## config.mk

```make
export PLATFORM = sky130hd
export DESIGN_NAME = mul_div_unit
export DESIGN_NICKNAME = d
export VERILOG_FILES = /design/src/rtl/mul_div_unit.sv
export SDC_FILE = /design/constraint.sdc
export NUM_CORES = 1
export LEC_CHECK = 0
export ABC_AREA = 1
export BUFFER_PORTS_ARGS = -buffer_cell sky130_fd_sc_hd__buf_2
export CAP_MARGIN = 0
export CELL_PAD_IN_SITES_DETAIL_PLACEMENT = 0
export CELL_PAD_IN_SITES_GLOBAL_PLACEMENT = 1
export CORE_ASPECT_RATIO = 0.9
export CORE_MARGIN = 3
export CORE_UTILIZATION = 43
export CTS_CLUSTER_SIZE = 8
export DETAILED_ROUTE_END_ITERATION = 16
export PLACE_DENSITY_LB_ADDON = 0.1
export SLEW_MARGIN = 20
export SYNTH_ARGS = -nofsm -noshare
export SYNTH_HDL_FRONTEND = slang
export SYNTH_SLANG_ARGS = --single-unit
export TNS_END_PERCENT = 100
```

## constraint.sdc

```tcl
create_clock -name clk -period 3.29 [get_ports clk]
set_input_delay 0 -clock clk [delete_from_list [all_inputs] [get_ports clk]]
set_output_delay 0 -clock clk [all_outputs]
set_load 0.02 [all_outputs]
```

## src/rtl/mul_div_unit.sv

```systemverilog
// Iterative unsigned MUL/MULHU/DIVU/REMU unit: one radix-2 step per cycle,
// WIDTH steps per operation, result presented with a one-cycle write-back pulse.
module mul_div_unit #(
  parameter int WIDTH  = 32,
  parameter int ADDR_W = 5
) (
  input  logic              clk,
  input  logic              reset,
  input  logic              startOp,
  input  logic [1:0]        opSel,
  input  logic [WIDTH-1:0]  operandA,
  input  logic [WIDTH-1:0]  operandB,
  input  logic [ADDR_W-1:0] destAddress,
  output logic              busy,
  output logic              resultValid,
  output logic [WIDTH-1:0]  resultData,
  output logic [ADDR_W-1:0] resultAddress,
  output logic              regWriteControl,
  output logic [1:0]        stateDbg
);

  typedef enum logic [1:0] {
    IDLE = 2'd0,
    RUN  = 2'd1,
    DONE = 2'd2
  } state_t;

  localparam int CNT_W = $clog2(WIDTH);
  localparam logic [CNT_W-1:0] LAST_ITER = CNT_W'(WIDTH - 1);

  state_t              state;
  logic [1:0]          opReg;
  logic [ADDR_W-1:0]   destReg;
  logic [WIDTH-1:0]    aReg;
  logic [WIDTH-1:0]    bReg;
  logic [2*WIDTH-1:0]  prodReg;
  logic [WIDTH:0]      remReg;
  logic [WIDTH-1:0]    quoReg;
  logic [CNT_W-1:0]    iterCount;

  logic [WIDTH:0]      addSum;
  logic [2*WIDTH-1:0]  prodNext;
  logic [WIDTH:0]      remShift;
  logic                remFits;
  logic [WIDTH:0]      remNext;
  logic [WIDTH-1:0]    quoNext;
  logic [WIDTH-1:0]    finalResult;

  // Multiply and divide datapaths step together; opReg only picks the result.
  always_comb begin
    addSum      = {1'b0, prodReg[2*WIDTH-1:WIDTH]} + (prodReg[0] ? {1'b0, aReg} : '0);
    prodNext    = {addSum, prodReg[WIDTH-1:1]};
    remShift    = {remReg[WIDTH-1:0], quoReg[WIDTH-1]};
    remFits     = (remShift >= {1'b0, bReg});
    remNext     = remFits ? (remShift - {1'b0, bReg}) : remShift;
    quoNext     = {quoReg[WIDTH-2:0], remFits};
    finalResult = '0;
    case (opReg)
      2'b00:   finalResult = prodNext[WIDTH-1:0];
      2'b01:   finalResult = prodNext[2*WIDTH-1:WIDTH];
      2'b10:   finalResult = quoNext;
      default: finalResult = remNext[WIDTH-1:0];
    endcase
  end

  // Handshake: startOp is taken on a rising edge only while busy=0; busy then
  // stays high until the edge after the resultValid cycle. Requests seen while
  // busy=1 are dropped, never queued.
  always_ff @(posedge clk) begin
    if (reset) begin
      state           <= IDLE;
      busy            <= 1'b0;
      resultValid     <= 1'b0;
      regWriteControl <= 1'b0;
      resultData      <= '0;
      resultAddress   <= '0;
      opReg           <= '0;
      destReg         <= '0;
      aReg            <= '0;
      bReg            <= '0;
      prodReg         <= '0;
      remReg          <= '0;
      quoReg          <= '0;
      iterCount       <= '0;
    end else begin
      case (state)
        IDLE: begin
          if (startOp) begin
            opReg     <= opSel;
            destReg   <= destAddress;
            aReg      <= operandA;
            bReg      <= operandB;
            prodReg   <= {{WIDTH{1'b0}}, operandB};
            remReg    <= '0;
            quoReg    <= operandA;
            iterCount <= '0;
            busy      <= 1'b1;
            state     <= RUN;
          end
        end
        RUN: begin
          prodReg   <= prodNext;
          remReg    <= remNext;
          quoReg    <= quoNext;
          iterCount <= iterCount + CNT_W'(1);
          if (iterCount == LAST_ITER) begin
            state           <= DONE;
            resultValid     <= 1'b1;
            resultData      <= finalResult;
            resultAddress   <= destReg;
            regWriteControl <= (destReg != '0);
          end
        end
        DONE: begin
          state           <= IDLE;
          busy            <= 1'b0;
          resultValid     <= 1'b0;
          regWriteControl <= 1'b0;
        end
        default: state <= IDLE;
      endcase
    end
  end

  assign stateDbg = state;

endmodule
```

* After elaboration in Yosys (flattened, before gate mapping)
Index checks and enable logic that the tools add are counted.
** Storage, ports and cells
- Bits in registers :: 246
- Output and inout bits :: 42
- Bits of input ports :: 74
** Cells by class
- Equal/unequal tests :: 7
- Order comparisons :: 1
- Multiplexer cells :: 20
- $add $sub $neg :: 3
- Reduce and logical (&&, ||, !) cells :: 12
** Operators by type and width (number)
- $mux W32 :: 4
- $pmux W32 S2 :: 2
- $pmux W64 S2 :: 1
- $pmux W32 S3 :: 1
- $mux W64 :: 1
- $add A32 B32 Y33 :: 1
- $ge A33 B32 Y1 :: 1
- $sub A32 B32 Y32 :: 1
- $reduce_and A2 Y1 :: 6
- $pmux W5 S2 :: 1
- $pmux W1 S2 :: 3
- $reduce_bool A2 Y1 :: 3
- $add A5 B1 Y5 const B :: 1
- $eq A5 B5 Y1 const B :: 1
- $mux W5 :: 1
- $reduce_bool A5 Y1 :: 1
- $eq A2 B1 Y1 const B :: 2
- $eq A2 B2 Y1 const B :: 2
- $logic_not A2 Y1 :: 2
- $mux W2 :: 2
- $ne A2 B2 Y1 const B :: 2
- $pmux W2 S2 :: 1
- $mux W1 :: 3

* Depth between registers and ports, before layout
Gate-level depths: netlist of the first run.
- Word-level depth :: 3
- Mapped depth :: 20

* Worst setup path before layout of the first run
OpenSTA, ideal clock, no wires.
- Path kind :: reg-to-reg
- Start point :: reg prodReg[0]
- End point :: reg resultData[28]
- Library setup time :: 0.070 ns
- Cell stages (with the launch flop) :: 19
- Path slack :: 0.880 ns
- Buffers on the path :: 3
- Data arrival time :: 2.340 ns
- Period minus slack after synthesis :: 2.410 ns
- Cells stage by stage :: dfxtp_1 clkbuf_1 clkbuf_1 nand2_1 inv_1 ha_1 clkbuf_2 or2_2 nand3_1 nand2_1 nand2_1 nand2_1 nand2_1 nand2_1 nand2_1 nand3_1 a21oi_1 nand2_1 a21oi_1
** On the way
- Cells in the longest elaborated chain, start to end :: 3
** RTL lines
- from (decl) :: line 36 : logic [2*WIDTH-1:0] prodReg;
- from (signal assigned) :: line 93 : prodReg <= {{WIDTH{1'b0}}, operandB};
- from (signal assigned) :: line 102 : prodReg <= prodNext;
- $mux W32 :: line 51 : addSum = {1'b0, prodReg[2*WIDTH-1:WIDTH]} + (prodReg[0] ? {1'b0, aReg} : '0);
- $add A32 B32 Y33 :: line 51
- $pmux W32 S3 :: line 58 : case (opReg)
- to (signal assigned) :: line 109 : resultData <= finalResult;
- to (decl) :: line 16 : output logic [WIDTH-1:0] resultData,
Every way passes these cells.
A chain may end at the register's enable or synchronous reset.

* Worst setup path in the final report of the first run
- Start point :: reg prodReg[0]
- End point :: reg resultData[31]
Same word-level chain as after synthesis.

==> results of run 1 <==
-- power by group through the flow --
stage	logic (mW)	registers (mW)	clock network, mW
3_3_place_gp	4.80	3.42	0
2_1_floorplan	3.61	3.35	0
6_report	4.94	3.37	3.41
5_1_grt	5.56	3.39	3.58
4_1_cts	4.89	3.37	3.46
3_5_place_dp	4.79	3.43	0
-- cell families (layout without fill, tap and decap cells) --
logic type | count (synthesis) | in the layout | synth area share
fa+ha+maj | 68 | 68 | 0.0573
buf+inv | 418 | 565 | 0.106
flops | 246 | 246 | 0.326
simple gates | 1357 | 1357 | 0.362
xor+xnor | 27 | 27 | 0.0157
compound gates | 370 | 370 | 0.132
-- metal layers --
layer / vias to the layer above / wire length, um / track usage
li1: 8135 / - / -
met1: 7334 / 25400 / 0.395
met2: 533 / 23900 / 0.466
met3: 109 / 4370 / 0.0710
met4: 0 / 2130 / 0.104
met5: - / 0 / 0
-- worst paths after layout --
kind,to,slack (ps),depth (start not counted),from
max,resultData[31],300,18,prodReg[0]
min,iterCount[0],2,2,reset
max reg2reg,resultData[31],300,18,prodReg[0]
min reg2reg,bReg[4],460,2,bReg[4]
-- cell usage in the layout (no fill, tap or decap), types with 2 or more instances in the layout --
| cell | count |
|---|---|
| nand2_1 | 1008 |
| inv_1 | 307 |
| a21oi_1 | 263 |
| dfxtp_1 | 246 |
| nand3_1 | 170 |
| nor2_1 | 124 |
| buf_2 | 114 |
| dlygate4sd3_1 | 71 |
| ha_1 | 66 |
| a31oi_1 | 65 |
| clkbuf_16 | 38 |
| xor2_1 | 25 |
| o21ai_0 | 21 |
| buf_4 | 19 |
| nand3b_1 | 9 |
| nor2_2 | 9 |
| nor3_1 | 8 |
| a221oi_1 | 8 |
| o21bai_1 | 6 |
| or2_2 | 5 |
| and2_1 | 5 |
| nand4_1 | 5 |
| buf_12 | 5 |
| inv_2 | 4 |
| nor2_4 | 3 |
| o21a_1 | 3 |
| nand2_2 | 3 |
| a21o_1 | 2 |
| xnor2_1 | 2 |
| nand3_2 | 2 |
| nand2_4 | 2 |
| nor3_2 | 2 |
| fa_1 | 2 |
| clkbuf_1 | 2 |
| clkinv_2 | 2 |
-- layout make-up --
type / instances / share of cell area
clock inverter: 3 / 0.00148
multi-input combinational: 1822 / 0.483
sequential: 246 / 0.277
clock buffer: 41 / 0.0546
tap: 462 / 0.0325
timing repair buffer: 210 / 0.0862
inverter: 311 / 0.0656
-- timing repair --
action	CTS	global route
hold buffers	71	0
buffers inserted	0	0
hold endpoints to repair	135	0
-- sequential cells by signal, summed over array words and instances, names as in the netlist --
name             flops
aReg                32
bReg                32
busy                 1
destReg              5
iterCount            5
opReg                2
prodReg             64
quoReg              32
regWriteControl      1
remReg              32
resultAddress        5
resultData          32
resultValid          1
stateDbg             2
-- stage by stage --
stage,cell area [um^2],hold WS (ps)
floorplan,15100,135
global placement,16100,230
detailed placement,16100,238
CTS,17800,2.81
global route,17800,54.6
finish,17800,2.23
==> summary.md, run 1 <==
| Metric | Value |
|---|---|
| Maximum clock insertion buffer count | 3 |
| Nets | approximately 2800 |
| Multi-input gate area | around 8600 um^2 |
| Post-Syn Area | 15100 um^2 |
| CP startpoint kind | register |
| TritonCTS clock tree | built |
| Synth cell types | 38 |
| Crit. End Element | register |
| Power Total | between 10 and 15 mW |
| HP Class | input port to register |
| First-pass GRT wire length | roughly 87 mm |
| Residual DRC count | 0 |
| Skew final | about 20 ps |
| Switching share of power | 0.425 |
| Clk root buf | clkbuf_16 |
| CP peak stage delay | between 400 and 500 ps |
| PortBufs | about 120 |
| Sink Count | between 200 and 250 |
| Crit-path cells | nand2_1 -> inv_1 -> ha_1 -> inv_1 -> fa_1 -> inv_1 -> nand3_1 -> nand3_1 -> nand2_1 -> nand2_1 -> nand2_1 -> nand3_1 -> nand2_1 -> nand2_1 -> nand2_1 -> a21oi_1 -> nand2_1 -> a21oi_1 |
| Sw power | roughly 5.0 mW |
| DIE AREA | 37400 um^2 |
| Placer Congestion | 0.965 |
| VDD IR max | around 530 uV |
| Final setup fails | 0 |
| Storage element area | roughly 5000 um^2 |
| Non-filler cells, final | around 3100 |
| Crit path max-delay family | simple AND/OR/NAND/NOR gates |
| Tmin final | ~3000 ps |
| Post-synth EDFFs | 0 |
| Cts repair resizes | 0 |
| Final Hold Viols | 0 |
| CP required | approximately 3700 ps |
| Global route overflow | 0 |
| Post-DRT Antenna Nets | 0 |
| Largest net degree at the start of global routing | between 90 and 100 |
| Register area share after synthesis | 0.326 |
| Die Height | around 180 um |
| Die width | 204 um |
| RSZ-0062 raised after global routing | no |
| Most used DFF post-synth | dfxtp_1 |
| F_max | 334 MHz |
| Vias | 16100 |
| Via density per instance | 5.21 |
| Flops & latches, synth | 246 |
| Number of detailed-route iterations in the first pass | 7 |
| Worst Max-Slew Pin Slew | around 980 ps |
| Diode count | 0 |
| Setup TNS Final | 0 ps |
| TritonCTS buffer count | 37 |
| Maxcap violations | 0 |
| Layout Area Growth over Synthesis | 17.9% |
| Status | completed |
| Core area | 34400 um^2 |
| Avg WL per Cell | about 18 um |
| Rows | 64 |
| Clock transition at path regs | approximately 50 ps |
| Top cell type's share of synthesized area | 0.326 |
| I/O pin cnt | roughly 120 |
| Mapped Cells | between 2000 and 2500 |
| Place WS | approximately 370 ps |
| Layout fillers | 3660 |
| Final HPWL DP | between 40 and 50 mm |
| GR Util All Layers | 0.295 |
| Cell total after placement | 2980 |
| Vias in the first global route | about 16000 |
| Max-Slew Margin vs Limit | 0.343 |
| Starting Density | 0.440 |
| Reg power frac | 0.288 |
| Crit-path most repeated cell | nand2_1 |
| Routed WL | between 50 and 60 mm |
| Clk pwr share | 0.291 |
| Leakage | 8.57 nW |
| Setup WS post-layout | approximately 300 ps |
| DRT iter0 DRCs | approximately 1300 |
| CP arrival | approximately 3400 ps |
| Synth area leader | dfxtp_1 |
| Slowest CP cell | dfxtp_1 |
| CP bufs+invs | 3 |
| Synth top area cells | dfxtp_1 (33%), nand2_1 (25%), a21oi_1 (8.7%) |
| Worst-skew pair later-pin latency | approximately 530 ps |
| Fraction of registers with async set/reset | 0 |
| Synth top cells by count | nand2_1 (1008), inv_1 (307), a21oi_1 (263), dfxtp_1 (246), nand3_1 (170) |
| Kind of critical path | register to register |
| H-tree Lvls | 2 |
| Final worst-path cycle share | 0.909 |
| Final-report max-slew violation count | 0 |
| Crit Path Max Fanout | 6 |
| Final core utilization | 0.518 |
| Most frequent cell after synthesis | nand2_1 |
| Layout cells sized above 1 | 0.0809 |
| PwrDens | roughly 660 nW/um^2 |
| Int Power | between 6 and 7 mW |
| Yosys warnings | 0 |
| Mean Syn Cell Area | between 6 and 7 um^2 |
| Combinational share of power | 0.421 |
| Antenna violations before repair | 0 |
| Syn nets | approximately 2600 |
No activity file was read; power rests on OpenSTA's default activity.
==> run 2, diff against run 1 <==
--- a/config.mk
+++ b/config.mk
@@ -6,15 +6,15 @@
 export NUM_CORES = 1
 export LEC_CHECK = 0
 export ABC_AREA = 1
-export BUFFER_PORTS_ARGS = -buffer_cell sky130_fd_sc_hd__buf_2
 export CAP_MARGIN = 0
 export CELL_PAD_IN_SITES_DETAIL_PLACEMENT = 0
 export CELL_PAD_IN_SITES_GLOBAL_PLACEMENT = 1
 export CORE_ASPECT_RATIO = 0.9
 export CORE_MARGIN = 3
-export CORE_UTILIZATION = 43
+export CORE_UTILIZATION = 45
 export CTS_CLUSTER_SIZE = 8
 export DETAILED_ROUTE_END_ITERATION = 16
+export DONT_BUFFER_PORTS = 1
 export PLACE_DENSITY_LB_ADDON = 0.1
 export SLEW_MARGIN = 20
 export SYNTH_ARGS = -nofsm -noshare
==> constraint.sdc (replaced) <==
create_clock -name clk -period 2.9 [get_ports clk]
set_input_delay 0 -clock clk [delete_from_list [all_inputs] [get_ports clk]]
set_output_delay 0 -clock clk [all_outputs]
set_load 0.01 [all_outputs]
==> run 2 against run 1 <==
Effect of this change: combinational power grew 20%; critical path type unchanged; largest cell class unchanged; total power increased by 16%; utilization increased by 2.4 points.
==> summary.md, run 2 (same netlist as run 1, synthesis figures left out) <==
| Metric | Value |
|---|---|
| Crit-path most repeated cell | nand3_1 |
| Leakage | around 8.5 nW |
| Crit-path cells | clkbuf_16 -> nand2_1 -> inv_1 -> ha_1 -> nand2_2 -> nor2_1 -> nand3_1 -> nand3b_1 -> or2_4 -> nand3_1 -> a21oi_1 -> dlygate4sd3_1 |
| Largest net degree at the start of global routing | approximately 170 |
| Reg power frac | 0.280 |
| Global route overflow | 0 |
| I/O pin cnt | between 100 and 150 |
| Most frequent cells in the layout | nand2_1 (999), inv_1 (307), a21oi_1 (261) |
| DIE AREA | roughly 36000 um^2 |
| Tmin final | ~2800 ps |
| Clk pwr share | 0.286 |
| Top reg by flops | prodReg |
| Non-filler cells, final | ~3000 |
| First-pass GRT wire length | approximately 85 mm |
| Crit. End Element | register |
| H-tree Lvls | 2 |
| Via density per instance | approximately 5.3 |
| F_max | 361 MHz |
| TritonCTS clock tree | built |
| Die Height | around 180 um |
| Residual DRC count | 0 |
| RSZ-0062 raised after global routing | yes |
| Core area | between 30000 and 40000 um^2 |
| Layout cells sized above 1 | 0.0515 |
| CP startpoint kind | register |
| Hold slack | 7.43 ps |
| Clock transition at path regs | ~50 ps |
| Int Power | between 7 and 8 mW |
| Sink Count | roughly 250 |
| VDD IR max | about 580 uV |
| GR Util All Layers | 0.300 |
| Final HPWL DP | about 40 mm |
| CP required | 3360 ps |
| Layout Area Growth over Synthesis | 18.5% |
| DRT iter0 DRCs | around 1400 |
| Setup WS post-layout | between 100 and 150 ps |
| Worst Max-Slew Pin Slew | 1140 ps |
| Antenna violations before repair | 1 |
| Crit Path Max Fanout | 8 |
| Kind of critical path | register to register |
| Nets | 2716 |
| Post-DRT Antenna Nets | 0 |
| Cell total after placement | 2832 |
| Combinational share of power | 0.434 |
| Maximum clock insertion buffer count | 3 |
| Status | completed |
| Final setup fails | 0 |
| Starting Density | 0.457 |
| Die width | 199 um |
| Max-Slew Margin vs Limit | 0.242 |
| Place WS | 188 ps |
| Worst-skew pair later-pin latency | between 500 and 600 ps |
| HP Class | input port to register |
| CP peak stage delay | 560 ps |
| Setup TNS Final | 0 ps |
| Commonest non-fill, non-tap cell in the layout | nand2_1 |
| CP arrival | 3230 ps |
| Post-DP Area | between 15000 and 20000 um^2 |
| Vias in the first global route | 15100 |
| Avg WL per Cell | around 18 um |
| PwrDens | roughly 760 nW/um^2 |
| Final worst-path cycle share | 0.955 |
| Sw power | ~5.7 mW |
| Switching share of power | 0.421 |
| Maxcap violations | 0 |
| Final-report max-slew violation count | 0 |
| Clk root buf | clkbuf_16 |
| Vias | ~16000 |
| Placer Congestion | approximately 1.0 |
| Number of detailed-route iterations in the first pass | 5 |
| Slowest CP cell | dlygate4sd3_1 |
| TritonCTS buffer count | 37 |
| PortBufs | 0 |
| Post-route cell area | roughly 18000 um^2 |
| Rows | between 60 and 70 |
| Max reg flops | 64 |
| R2R Setup Slk | ~130 ps |
| Skew final | around 17 ps |
| Final Hold Viols | 0 |
| Routed WL | 55.3 mm |
==> run 2: changes by cell type in the layout (fill, tap and decap cells not counted), sizes merged <==
cell,change
dlygate4sd3,+48
clkinv,-1
buf,-104
diode,+1
clkbuf,+5
==> run 2: per-layer routing <==
| layer | vias up | share of wire | track usage |
|---|---|---|---|
| li1 | 8029 | - | - |
| met5 | - | 0 | 0 |
| met4 | 0 | 0.027 | 0.0823 |
| met1 | 7433 | 0.47 | 0.431 |
| met2 | 505 | 0.45 | 0.472 |
| met3 | 71 | 0.059 | 0.0424 |
==> run 2: worst paths after layout <==
kind	from	end	cells after the start
setup / recovery	prodReg[0]	prodReg[42]	12
hold / removal	reset	bReg[0]	2
setup reg to reg	prodReg[0]	prodReg[42]	12
hold reg to reg	bReg[15]	bReg[15]	2
==> run 2: worst max-delay path, delay by kind of cell, from the launching register on <==
family                   cells  cell delay [ps]
buffers and inverters        3              780
AND/OR/NAND/NOR              7             1030
AO/OA/AOI/OAI                1              150
adder cells (fa/ha/maj)      1              370
flip-flops                   1              380
==> run 2: power groups by stage <==
stage	clock [mW]	sequential (mW)	combinational, mW
after floorplan	0	3.80	4.09
after global placement	0	3.87	5.55
after detailed placement	0	3.88	5.58
after CTS	3.96	3.81	5.78
after global routing	4.10	3.84	6.62
final	3.89	3.81	5.92
==> run 2: cell type report <==
| type | instances | area [um^2] |
|---|---|---|
| Multi-Input combinational cell | 1822 | 8690 |
| Fill cell | 3469 | 15100 |
| Tap cell | 422 | 528 |
| Clock buffer | 44 | 983 |
| Inverter | 311 | 1170 |
| Timing Repair Buffer | 156 | 1570 |
| Antenna cell | 1 | 2.50 |
| Clock inverter | 2 | 21.3 |
| Sequential cell | 246 | 4930 |
==> run 2: what timing repair did <==
| action | 4_1_cts | 5_1_grt |
|---|---|---|
| gates resized for setup | 0 | 31 |
| hold buffers | 120 | 0 |
| hold endpoints to repair | 246 | 0 |
| buffers inserted | 0 | 3 |
| endpoints found under the setup margin | 0 | 13 |
==> run 2: per-stage QoR <==
stage | total power [mW] | utilization
finish | 13.6 | 0.542
global route | 14.6 | 0.542
CTS | 13.5 | 0.537
detailed placement | 9.46 | 0.469
global placement | 9.43 | 0.469
floorplan | 7.90 | -
